==> src/rtl/vram_arbiter.sv <==
// Single-port screen-RAM arbiter: video fetches (pixel + attribute) take priority over
// CPU accesses; every RAM access is a registered address cycle followed by a data cycle.
module vram_arbiter #(
   parameter int unsigned ADDR_W = 13,
   parameter int unsigned DATA_W = 8
) (
   input  logic              clk,
   input  logic              reset,
   input  logic              vid_req,
   input  logic [ADDR_W-1:0] vid_pix_addr,
   input  logic [ADDR_W-1:0] vid_attr_addr,
   output logic [DATA_W-1:0] vid_pix_data,
   output logic [DATA_W-1:0] vid_attr_data,
   output logic              vid_valid,
   output logic              vid_overrun,
   input  logic              cpu_req,
   input  logic              cpu_we,
   input  logic [ADDR_W-1:0] cpu_addr,
   input  logic [DATA_W-1:0] cpu_wdata,
   output logic [DATA_W-1:0] cpu_rdata,
   output logic              cpu_ack,
   output logic              cpu_wait,
   output logic [ADDR_W-1:0] ram_addr,
   output logic              ram_we,
   output logic [DATA_W-1:0] ram_wdata,
   input  logic [DATA_W-1:0] ram_rdata
);

   typedef enum logic [2:0] {
      IDLE,
      VPIX,
      VATTR,
      VCAP,
      CADDR,
      CDATA
   } state_t;

   state_t            state;
   state_t            state_nxt;

   logic              vid_pend;
   logic              vid_accept;
   logic [ADDR_W-1:0] pix_addr_q;
   logic [ADDR_W-1:0] attr_addr_q;
   logic [ADDR_W-1:0] vpix_addr;
   logic [DATA_W-1:0] pix_q;
   logic [DATA_W-1:0] cpu_rdata_q;
   logic              cpu_we_q;

   // A request is lost if one is already queued or the fetch slots are being used.
   assign vid_accept = vid_req && !vid_pend && (state != VPIX) && (state != VATTR);
   // Fresh request in IDLE goes straight to RAM; a queued one uses the latched address.
   assign vpix_addr  = vid_pend ? pix_addr_q : vid_pix_addr;

   always_ff @(posedge clk or posedge reset) begin
      if (reset) begin
         state <= IDLE;
      end else begin
         state <= state_nxt;
      end
   end

   always_comb begin
      state_nxt = state;
      case (state)
         IDLE: begin
            if (vid_req || vid_pend) begin
               state_nxt = VPIX;
            end else if (cpu_req) begin
               state_nxt = CADDR;
            end
         end
         VPIX:    state_nxt = VATTR;
         VATTR:   state_nxt = VCAP;
         VCAP:    state_nxt = IDLE;
         CADDR:   state_nxt = CDATA;
         CDATA:   state_nxt = IDLE;
         default: state_nxt = IDLE;
      endcase
   end

   always_comb begin
      cpu_ack   = 1'b0;
      cpu_rdata = cpu_rdata_q;
      if (state == CDATA) begin
         cpu_ack = 1'b1;
         if (!cpu_we_q) begin
            cpu_rdata = ram_rdata;
         end
      end
      cpu_wait = cpu_req && !cpu_ack;
   end

   always_ff @(posedge clk or posedge reset) begin
      if (reset) begin
         vid_pend      <= 1'b0;
         vid_overrun   <= 1'b0;
         vid_valid     <= 1'b0;
         vid_pix_data  <= '0;
         vid_attr_data <= '0;
         pix_addr_q    <= '0;
         attr_addr_q   <= '0;
         pix_q         <= '0;
         cpu_rdata_q   <= '0;
         cpu_we_q      <= 1'b0;
         ram_addr      <= '0;
         ram_we        <= 1'b0;
         ram_wdata     <= '0;
      end else begin
         if (state == IDLE && state_nxt == VPIX) begin
            vid_pend <= 1'b0;
         end else if (vid_accept) begin
            vid_pend <= 1'b1;
         end
         if (vid_req && !vid_accept) begin
            vid_overrun <= 1'b1;
         end
         if (vid_accept) begin
            pix_addr_q  <= vid_pix_addr;
            attr_addr_q <= vid_attr_addr;
         end

         ram_we <= 1'b0;
         case (state_nxt)
            VPIX:  ram_addr <= vpix_addr;
            VATTR: ram_addr <= attr_addr_q;
            CADDR: begin
               ram_addr  <= cpu_addr;
               ram_we    <= cpu_we;
               ram_wdata <= cpu_wdata;
               cpu_we_q  <= cpu_we;
            end
            default: ;
         endcase

         if (state == VATTR) begin
            pix_q <= ram_rdata;
         end
         vid_valid <= (state == VCAP);
         if (state == VCAP) begin
            vid_attr_data <= ram_rdata;
            vid_pix_data  <= pix_q;
         end
         if (state == CDATA && !cpu_we_q) begin
            cpu_rdata_q <= ram_rdata;
         end
      end
   end

endmodule

==> config.mk <==
export PLATFORM = sky130hd
export DESIGN_NAME = vram_arbiter
export DESIGN_NICKNAME = d
export VERILOG_FILES = /design/src/rtl/vram_arbiter.sv
export SDC_FILE = /design/constraint.sdc
export NUM_CORES = 1
export LEC_CHECK = 0
export BUFFER_PORTS_ARGS = -buffer_cell sky130_fd_sc_hd__clkbuf_2
export CORE_AREA = 5 5 93 159
export DETAILED_ROUTE_END_ITERATION = 10
export DIE_AREA = 0 0 98 164
export GPL_TIMING_DRIVEN = 0
export PLACE_DENSITY = 0.48
export SLEW_MARGIN = 15
export SYNTH_ARGS = -nofsm -noshare
export SYNTH_HDL_FRONTEND = slang
export SYNTH_SLANG_ARGS = --single-unit
export TNS_END_PERCENT = 100
==> constraint.sdc <==
create_clock -name clk -period 3.5 [get_ports clk]
set_clock_uncertainty 0.15 [all_clocks]
set_input_delay 0.35 -clock clk [delete_from_list [all_inputs] [get_ports clk]]
set_output_delay 0.35 -clock clk [all_outputs]
set_load 0.02 [all_outputs]
==> flow_summary.yaml, run 1 <==
run_status:
  status: "finished clean"
logic_synthesis:
  yosysMostFrequentCell: "dfrtp_1"
  syn_area_mm2: 0.00388
  synth-edff-count: 0
  synth_common_cells: "dfrtp_1, nand2_1, mux2_2"
  synth.top_cell.area_share_pct: 56.1
  synth_ff_type: "dfrtp_1"
  ys_ff_latch: 87
  yosys.area.top_type: "dfrtp_1"
  synthTopCellsByArea: "dfrtp_1, mux2_2, mux2_4"
  synth_cell_types: 25
  seq_area_frac_synth_pct: 56.1
  yosys_warnings: 0
  syn_inst: 335
  synth_nets: 395
  postSynthAreaPerCell_um2: 11.6
  postSynth.asyncResetShare_pct: 100
critical_path:
  critPathMaxFanout: 10
  arrival_ns: 2.34
  required_ns: 3.00
  cp-start-kind: "flip-flop"
  critPathKind: "flip-flop to primary output"
  worst_setup_path_end_kind: "primary output"
sta:
  max_clock_freq_mhz: 352
  tightest_slew_ns: 0.699
  period_minus_slack_ns: 2.84
  slew_viol_final: 0
  finalHoldViolCount: 0
  rsz0062_at_grt: "false"
  max_slew_margin_pct: 53.2
  period_share_pct: 81.1
  finalSetupViolations: 0
final_layout:
  final_net_count: 517
  multi_input_area_mm2: 0.00158
  drive_gt1_share_pct: 42.4
  fillers: 1373
  regArea_mm2: 0.00218
  diodes: 0
  fin_util_pct: 36.9
  fin_area_mm2: 0.00494
  instances_no_fill: 634
  syn2layout_area_growth_pct: 27.2
clock_network:
  path_clk_slew_ns: 0.06
  cts_max_level: 3
  cts_resized: 0
  clockBufferDepth: 2
  cts_tree: "yes"
  cts_buffers: 9
  clock_latency_ns: 0.33
  clockRootBuffer: "clkbuf_16"
  clkSinkCount: 87
power:
  leakage_uw: 0.00242
  comb_power_share_pct: 46.6
  power.density_mw_per_mm2: 997
  p_int_uw: 3030
  switching_share_pct: 38.5
  clockPowerShare_pct: 17.5
  pwr-share-seq_pct: 35.9
  ir_drop_v: 0.000375
  power.total_uw: 4930
  switchingPower_uw: 1900
floorplanning:
  rows: 56
  core_area_mm2: 0.0134
  die_width_um: 98
  start_util_pct: 29.0
  pin_count: 110
  dieArea_mm2: 0.0161
  die_h_um: 164
grt:
  grt_pass1_wl_um: 16900
  grt_max_degree: 49
  overflow: 0
  grtUsageTotal_pct: 13.3
  antenna_found_initial: 1
  grt_pass1_vias: 3155
place:
  io_buffers: 109
  dp_hpwl_um: 7990
  placed_area_mm2: 0.00468
  gp_congestion: 0.815
  placed_cells: 619
detailed_routing:
  dr_total_vias: 2894
  drtAntennaViolNets: 0
  routedWlPerCell_um: 16.4
  drc: 0
  wirelength_um: 10400
  drtPass1Iterations: 6
  dr.first_iter.drc_count: 63
  vias_per_cell: 4.56
run:
  drv_cap: 0
hold_path:
  min_path_type: "input pin to flip-flop"
cells in the final DEF (no fill, tap or decap), drive strengths merged, types with 3 or more instances in the layout:
cell    Yosys  final
a21o        3      3
dfrtp      87     87
clkinv      1      3
mux2       58     58
nand2      75     75
o22a       13     13
nand3b     14     14
inv         3      3
buf         9     10
clkbuf     12    131
nor3        3      3
nor2        8      8
a21oi      29     29
o21ai      13     13
layout make-up:
| class | instances | share of cell area, % |
|---|---|---|
| clock inverters | 4 | 0.506 |
| plain buffers | 21 | 2.30 |
| repair buffers | 111 | 11.8 |
| clock buffers | 10 | 4.63 |
| well taps | 174 | 4.41 |
| multi-input cells | 223 | 31.9 |
| flip-flops and latches | 87 | 44.1 |
| inverters | 4 | 0.355 |
final timing paths:
kind / cells past startpoint / slack, ns / start / end
worst max-delay path: 6 / 0.66 / state[0]$_DFF_PP0_ / cpu_rdata[7]
worst min-delay path: 3 / 0.07 / cpu_we / ram_we$_DFF_PP0_
worst max register to register: 5 / 1.38 / state[0]$_DFF_PP0_ / cpu_rdata_q[5]$_DFFE_PP0P_
worst min register to register: 2 / 0.32 / pix_q[1]$_DFFE_PP0N_ / vid_pix_data[1]$_DFFE_PP0P_
max in group asynchronous: 4 / 2.11 / reset / state[2]$_DFF_PP0_
min in group asynchronous: 3 / 0.45 / reset / cpu_rdata_q[6]$_DFFE_PP0P_
per-stage QoR:
stage                     hold slack [ns]  worst slack, ns  setup TNS (ns)
after floorplan                     0.285            0.750               0
after global placement              0.293           -0.484          -41.33
after detailed placement            0.283            0.939               0
after CTS                          0.0598            0.565               0
after global routing               0.0838            0.504               0
final                              0.0750            0.660               0
worst max-delay path, stage by stage, from the launching register on:
cell	delay, ns
dfrtp_1	0.32
buf_2	0.20
nand2_1	0.10
nor3_2	0.48
buf_2	0.37
mux2_2	0.37
clkbuf_2	0.16
state kept, by name (all words and copies together), names as in the netlist:
name,count
cpu_rdata_q,8
attr_addr_q,13
pix_q,8
vid_attr_data,8
ram_we,1
pix_addr_q,13
ram_wdata,8
vid_overrun,1
vid_pend,1
vid_valid,1
vid_pix_data,8
cpu_we_q,1
state,3
ram_addr,13
power by group through the flow:
stage	Clock [uW]	Combinational [uW]	Sequential, uW
6_report	862	2290	1770
5_1_grt	933	2520	1840
4_1_cts	887	2350	1770
3_5_place_dp	0	2350	1780
3_3_place_gp	0	2310	1770
2_1_floorplan	0	1420	2000
logic make-up (layout without fill, tap and decap cells):
family                   Yosys count  count (layout)  synth area share (%)
AND/OR/NAND/NOR                  105             105                  12.4
flip-flops                        87              87                  56.1
AO/OA/AOI/OAI                     58              58                  8.92
multiplexers                      58              58                  18.7
buffers and inverters             25             150                  3.32
adder cells (fa/ha/maj)            1               1                 0.258
XOR/XNOR                           1               1                 0.419
routing by layer:
metal  global-route usage (%)  wire length [um]  vias to the layer above  part of all wire [%]
met4                     5.10               153                        2                   1.5
met3                     3.78               576                       11                   5.5
met1                     14.9              4030                     1409                    39
met5                        0                11                        -                  0.11
li1                         -                 -                     1397                     -
met2                     23.8              5660                       75                    54
timing repair:
action | CTS | global route
setup buffers | 0 | 0
hold buffers | 1 | 0
endpoints found under the hold margin | 39 | 0
Note: power is estimated with default switching activity, not from simulation.
==> inputs of run 2 (changes only) <==
--- a/config.mk
+++ b/config.mk
@@ -5,12 +5,13 @@
 export SDC_FILE = /design/constraint.sdc
 export NUM_CORES = 1
 export LEC_CHECK = 0
+export ABC_AREA = 1
 export BUFFER_PORTS_ARGS = -buffer_cell sky130_fd_sc_hd__clkbuf_2
-export CORE_AREA = 5 5 93 159
+export CORE_AREA = 5 5 94 161
 export DETAILED_ROUTE_END_ITERATION = 10
-export DIE_AREA = 0 0 98 164
+export DIE_AREA = 0 0 99 166
 export GPL_TIMING_DRIVEN = 0
-export PLACE_DENSITY = 0.48
+export PLACE_DENSITY = 0.5
 export SLEW_MARGIN = 15
 export SYNTH_ARGS = -nofsm -noshare
 export SYNTH_HDL_FRONTEND = slang
==> constraint.sdc (replaced) <==
create_clock -name clk -period 2.3 [get_ports clk]
set_clock_uncertainty 0.15 [all_clocks]
set_input_delay 0.23 -clock clk [delete_from_list [all_inputs] [get_ports clk]]
set_output_delay 0.23 -clock clk [all_outputs]
set_load 0.02 [all_outputs]
==> run 2 against run 1 <==
Compared with the run above: hold slack lost 0.050 ns; clock power grew 73%; die area grew 2.3%; count of clock-buffer cells in the layout is the same; sequential power grew 48%; area after synthesis grew 2.6%; setup slack lost 0.49 ns; combinational power grew 55%; critical endpoint is now cpu_rdata[2]; highest routed layer is now met4.
==> flow_summary.yaml, run 2 <==
run_status:
  status: "finished clean"
logic_synthesis:
  synthTopCellsByArea: "dfrtp_1, nand2_1, inv_1"
  seq_area_frac_synth_pct: 54.6
  synth_cell_types: 24
  syn_area_mm2: 0.00398
  synth_common_cells: "nand2_1, dfrtp_1, inv_1"
  syn_inst: 470
  yosysMostFrequentCell: "nand2_1"
  ys_ff_latch: 87
  postSynthAreaPerCell_um2: 8.48
  yosys.area.top_type: "dfrtp_1"
  yosys_warnings: 0
  synth-edff-count: 0
  synth.top_cell.area_share_pct: 54.6
  synth_nets: 530
  synth_ff_type: "dfrtp_1"
  postSynth.asyncResetShare_pct: 100
critical_path:
  rr_worst_depth: 7
  critPathKind: "flip-flop to primary output"
  worst_setup_path_end_kind: "primary output"
  arrival_ns: 1.75
  cp-start-kind: "flip-flop"
  slowest_stage: "dfrtp_1"
  critPathMaxFanout: 10
  path_delay_family: "flip-flops"
  required_ns: 1.92
  cp_num_buf_inv: 2
  worst-path-stages: 6
  cp_cell_sequence: "nand3_2, nor2_4, buf_4, nor2_1, a21oi_1, clkbuf_2"
  critical-path-max-stage-delay_ns: 0.47
  r2r_setup_slack_ns: 0.43
detailed_routing:
  drc: 0
  dr_total_vias: 3499
  drtAntennaViolNets: 0
  dr.first_iter.drc_count: 113
  routedWlPerCell_um: 13.8
  vias_per_cell: 4.29
  wirelength_um: 11200
  drtPass1Iterations: 4
clock_network:
  clockRootBuffer: "clkbuf_16"
  postCtsSetupRepairBufs: 0
  clock_latency_ns: 0.33
  cts_tree: "yes"
  clkSinkCount: 87
  clockBufferDepth: 2
  cts_max_level: 3
  path_clk_slew_ns: 0.07
  cts_buffers: 9
grt:
  grt_max_degree: 36
  overflow: 0
  grtUsageTotal_pct: 14.2
  grt_pass1_wl_um: 18700
  grt_pass1_vias: 3704
  antenna_found_initial: 0
sta:
  period_share_pct: 92.4
  rsz0062_at_grt: "false"
  holdWs_ns: 0.0245
  slew_viol_final: 0
  finalSetupViolations: 0
  period_minus_slack_ns: 2.13
  tightest_slew_ns: 0.596
  tns_ns: 0
  max_clock_freq_mhz: 470
  max_slew_margin_pct: 60.2
  finalHoldViolCount: 0
floorplanning:
  die_h_um: 166
  start_util_pct: 28.9
  dieArea_mm2: 0.0164
  die_width_um: 99
  pin_count: 110
  rows: 57
  core_area_mm2: 0.0138
power:
  power.density_mw_per_mm2: 1390
  leakage_uw: 0.00296
  power.total_uw: 7680
  ir_drop_v: 0.000571
final_layout:
  final_net_count: 694
  diodes: 0
  largestRegisters: "attr_addr_q x13, pix_addr_q x13, ram_addr x13"
  final_common_cell: "nand2_1"
  syn2layout_area_growth_pct: 38.9
  final_cell_mix: "nand2_1, clkbuf_2, dfrtp_1, inv_1, dlygate4sd3_1"
  fin_area_mm2: 0.00553
  drive_gt1_share_pct: 28.5
hold_path:
  min_path_type: "input pin to flip-flop"
  hold_depth: 3
place:
  gp_congestion: 0.780
  dp_hpwl_um: 8690
  io_buffers: 109
  placed_area_mm2: 0.00479
run:
  drv_cap: 0
[run 2: report_power, final]
part           switching (uW)  internal, uW
logic                    2330          1240
registers                 372          2250
clock network             617           876
total                    3320          4360
[run 2: per-layer routing]
layer  vias up  GRT usage (%)  part of all wire (%)
met5         -              0                     0
met4         0           5.53                   2.5
met3        15           2.82                   5.2
met2        98           26.0                    54
met1      1603           15.8                    38
li1       1783              -                     -
[run 2: worst paths after layout]
path	endpoint	startpoint
setup / recovery	cpu_rdata[2]	state[0]$_DFF_PP0_
hold / removal	state[2]$_DFF_PP0_	cpu_req
setup reg to reg	ram_addr[0]$_DFFE_PP0P_	vid_pend$_DFFE_PP0P_
hold reg to reg	vid_overrun$_DFFE_PP0P_	vid_overrun$_DFFE_PP0P_
max in group asynchronous	pix_q[0]$_DFFE_PP0N_	reset
min in group asynchronous	vid_valid$_DFF_PP0_	reset
[run 2: cell families after synthesis]
family | synth area share [%]
buffers and inverters | 10.1
flip-flops | 54.6
AO/OA/AOI/OAI | 13.8
AND/OR/NAND/NOR | 21.5
[run 2: worst min-delay path: stages]
cell      delay, ns
clkbuf_2       0.11
nand3_1        0.09
nand2_1        0.05
[run 2: timing repair]
action / 4_1_cts / 5_1_grt
hold buffers: 42 / 0
hold endpoints to repair: 63 / 0
endpoints found under the setup margin: 0 / 6
gates resized for setup: 0 / 2
[run 2: area by class of cell]
class / instances / area (um^2)
Timing Repair Buffer: 153 / 1010
Clock inverter: 6 / 67.6
Clock buffer: 10 / 239
Inverter: 67 / 255
Fill cell: 1417 / 8230
Sequential cell: 87 / 2180
Multi-Input combinational cell: 294 / 1420
Tap cell: 177 / 221
Buffer: 22 / 150
[run 2: metrics by stage]
step / utilization [%] / instances / setup slack [ns]
floorplan: - / 470 / 0.581
global placement: 34.5 / 756 / 0.187
detailed placement: 34.8 / 758 / 0.387
CTS: 40.1 / 816 / 0.0180
global route: 40.2 / 816 / 0.00568
finish: 40.2 / 816 / 0.174
==> inputs of run 3 (changes only) <==
--- a/config.mk
+++ b/config.mk
@@ -7,9 +7,10 @@
 export LEC_CHECK = 0
 export ABC_AREA = 1
 export BUFFER_PORTS_ARGS = -buffer_cell sky130_fd_sc_hd__clkbuf_2
-export CORE_AREA = 5 5 94 161
+export CORE_AREA = 5 5 88 171
+export CTS_CLUSTER_SIZE = 25
 export DETAILED_ROUTE_END_ITERATION = 10
-export DIE_AREA = 0 0 99 166
+export DIE_AREA = 0 0 93 176
 export GPL_TIMING_DRIVEN = 0
 export PLACE_DENSITY = 0.5
 export SLEW_MARGIN = 15
==> run 3 against run 2 <==
Compared with the run above: critical endpoint is now cpu_rdata[0]; sequential share of layout area grew 0.10 points; global-route usage grew 0.39 points; critical path type unchanged; utilization rose by 0.66 points; largest cell class unchanged; highest routed layer unchanged; combinational power barely moved; sequential power about the same; critical path depth grew 1; first-iteration DRC count is 35% lower; non-clock buffer count rose by 1; total power is essentially flat.
==> flow_summary.yaml, run 3 (synthesized netlist as in run 2, its figures left out) <==
critical_path:
  critPathKind: "flip-flop to primary output"
  critPathLaunch: "state[1]$_DFF_PP0_"
  rr_worst_depth: 8
  critPathMaxFanout: 10
  crit_end: "cpu_rdata[0]"
  cp_num_buf_inv: 3
  r2r_setup_slack_ns: 0.48
  r2r-end: "ram_addr[9]$_DFFE_PP0P_"
  worst_setup_path_end_kind: "primary output"
  critical-path-max-stage-delay_ns: 0.40
  required_ns: 1.92
  worst-path-stages: 7
  path_delay_family: "buffers and inverters"
  cp-start-kind: "flip-flop"
  slowest_stage: "dfrtp_1"
  arrival_ns: 1.77
  cp_cell_sequence: "inv_2, nand3_2, nor2_4, buf_6, nor2_1, a21oi_1, buf_2"
  r2r_start: "state[2]$_DFF_PP0_"
grt:
  grtUsageTotal_pct: 14.6
  overflow: 0
  antenna_found_initial: 0
  grt_pass1_wl_um: 18500
  grt_max_degree: 36
  grt_pass1_vias: 3701
place:
  placed_cells: 736
  io_buffers: 109
  dp_hpwl_um: 9020
  gp_congestion: 0.819
sta:
  tightest_slew_ns: 0.554
  finalSetupViolations: 0
  max_slew_margin_pct: 63.1
  period_share_pct: 93.4
  rsz0062_at_grt: "false"
  slew_viol_final: 0
  tns_ns: 0
  finalHoldViolCount: 0
  period_minus_slack_ns: 2.15
  max_clock_freq_mhz: 466
clock_network:
  cts_buffers: 9
  cts_tree: "yes"
  clock_latency_ns: 0.34
  clockBufferDepth: 2
  clockRootBuffer: "clkbuf_16"
  path_clk_slew_ns: 0.07
  cts_max_level: 3
  clkSinkCount: 87
run:
  drv_cap: 0
hold_path:
  min_path_type: "input pin to flip-flop"
final_layout:
  final_net_count: 695
  largestRegisters: "attr_addr_q x13, pix_addr_q x13, ram_addr x13"
  drive_gt1_share_pct: 28.7
  fillers: 1405
  syn2layout_area_growth_pct: 38.6
  diodes: 0
  final_cell_mix: "nand2_1, clkbuf_2, dfrtp_1, inv_1, dlygate4sd3_1"
  fin_util_pct: 40.9
  final_common_cell: "nand2_1"
  instances_no_fill: 795
detailed_routing:
  vias_per_cell: 4.46
  top_layer_used: "met4"
  drtPass1Iterations: 4
  drtAntennaViolNets: 0
  dr_wl_met2_um: 6420
  drc: 0
  dr.first_iter.drc_count: 73
  met1_length_um: 4230
  wirelength_um: 11400
  dr_total_vias: 3549
  dr_wl_met3_um: 473
  routedWlPerCell_um: 14.4
power:
  leakage_uw: 0.00297
  pwr-share-seq_pct: 33.9
  switching_share_pct: 43.2
  p_int_uw: 4360
  comb_power_share_pct: 46.3
  ir_drop_v: 0.000488
  power.density_mw_per_mm2: 1390
  switchingPower_uw: 3310
  clockPowerShare_pct: 19.8
floorplanning:
  dieArea_mm2: 0.0164
  pin_count: 110
  rows: 60
  die_h_um: 176
  die_width_um: 93
  start_util_pct: 29.5
  core_area_mm2: 0.0135
run_status:
  status: "finished clean"
run 3: routing by layer:
| layer | vias to the layer above | track usage (%) |
|---|---|---|
| met5 | - | 0 |
| met4 | 0 | 5.93 |
| met3 | 18 | 2.90 |
| met2 | 94 | 28.0 |
| met1 | 1646 | 15.0 |
| li1 | 1791 | - |
run 3: power groups by stage:
stage | logic (uW) | registers [uW] | clock network (uW)
2_1_floorplan | 2120 | 2940 | 0
3_3_place_gp | 3500 | 2610 | 0
3_5_place_dp | 3550 | 2630 | 0
4_1_cts | 3620 | 2610 | 1580
5_1_grt | 4000 | 2690 | 1640
6_report | 3550 | 2600 | 1520
run 3: worst register-to-register path: stages (launching register included):
cell	delay, ns
dfrtp_1	0.47
inv_2	0.09
nand3_2	0.17
buf_2	0.26
nor2_1	0.06
a21oi_1	0.31
nand2_1	0.09
nand2_1	0.07
nand2_1	0.04
run 3: cell type report:
cell class / instances / area [um^2] / share of cell area [%]
Multi-Input combinational cell: 294 / 1420 / 25.6
Inverter: 67 / 255 / 4.62
Clock inverter: 7 / 85.1 / 1.54
Buffer: 22 / 154 / 2.79
Sequential cell: 87 / 2180 / 39.5
Tap cell: 155 / 194 / 3.51
Timing Repair Buffer: 154 / 1010 / 18.4
Clock buffer: 9 / 225 / 4.08
run 3: timing repair:
item	in CTS	in global routing
hold buffers	42	0
setup endpoints to repair	7	7
gates cloned	0	0
pin swaps	0	1
gates resized for setup	1	4
buffers inserted	0	1
endpoints found under the hold margin	59	0
run 3: through the flow:
step	worst slack (ns)	power (uW)	cell area (um^2)	hold WS (ns)
floorplan	0.581	5060	3990	0.197
global placement	0.254	6110	4730	0.285
detailed placement	0.324	6180	4770	0.131
CTS	0.00256	7800	5500	0.00686
global route	0.00763	8330	5520	0.0172
finish	0.152	7670	5520	0.0140
run 3: how the worst min path moves through the flow:
stage / from / to / slack [ns] / cells past startpoint
floorplan: cpu_wdata[0] / ram_wdata[0]$_DFFE_PP0N_ / 0.20 / 2
global placement: cpu_wdata[1] / ram_wdata[1]$_DFFE_PP0N_ / 0.29 / 3
detailed placement: reset / attr_addr_q[12]$_DFFE_PP0P_ / 0.13 / 2
CTS: cpu_req / state[2]$_DFF_PP0_ / 0.007 / 3
global route: vid_req / vid_overrun$_DFFE_PP0P_ / 0.02 / 2
finish: cpu_req / state[2]$_DFF_PP0_ / 0.01 / 3
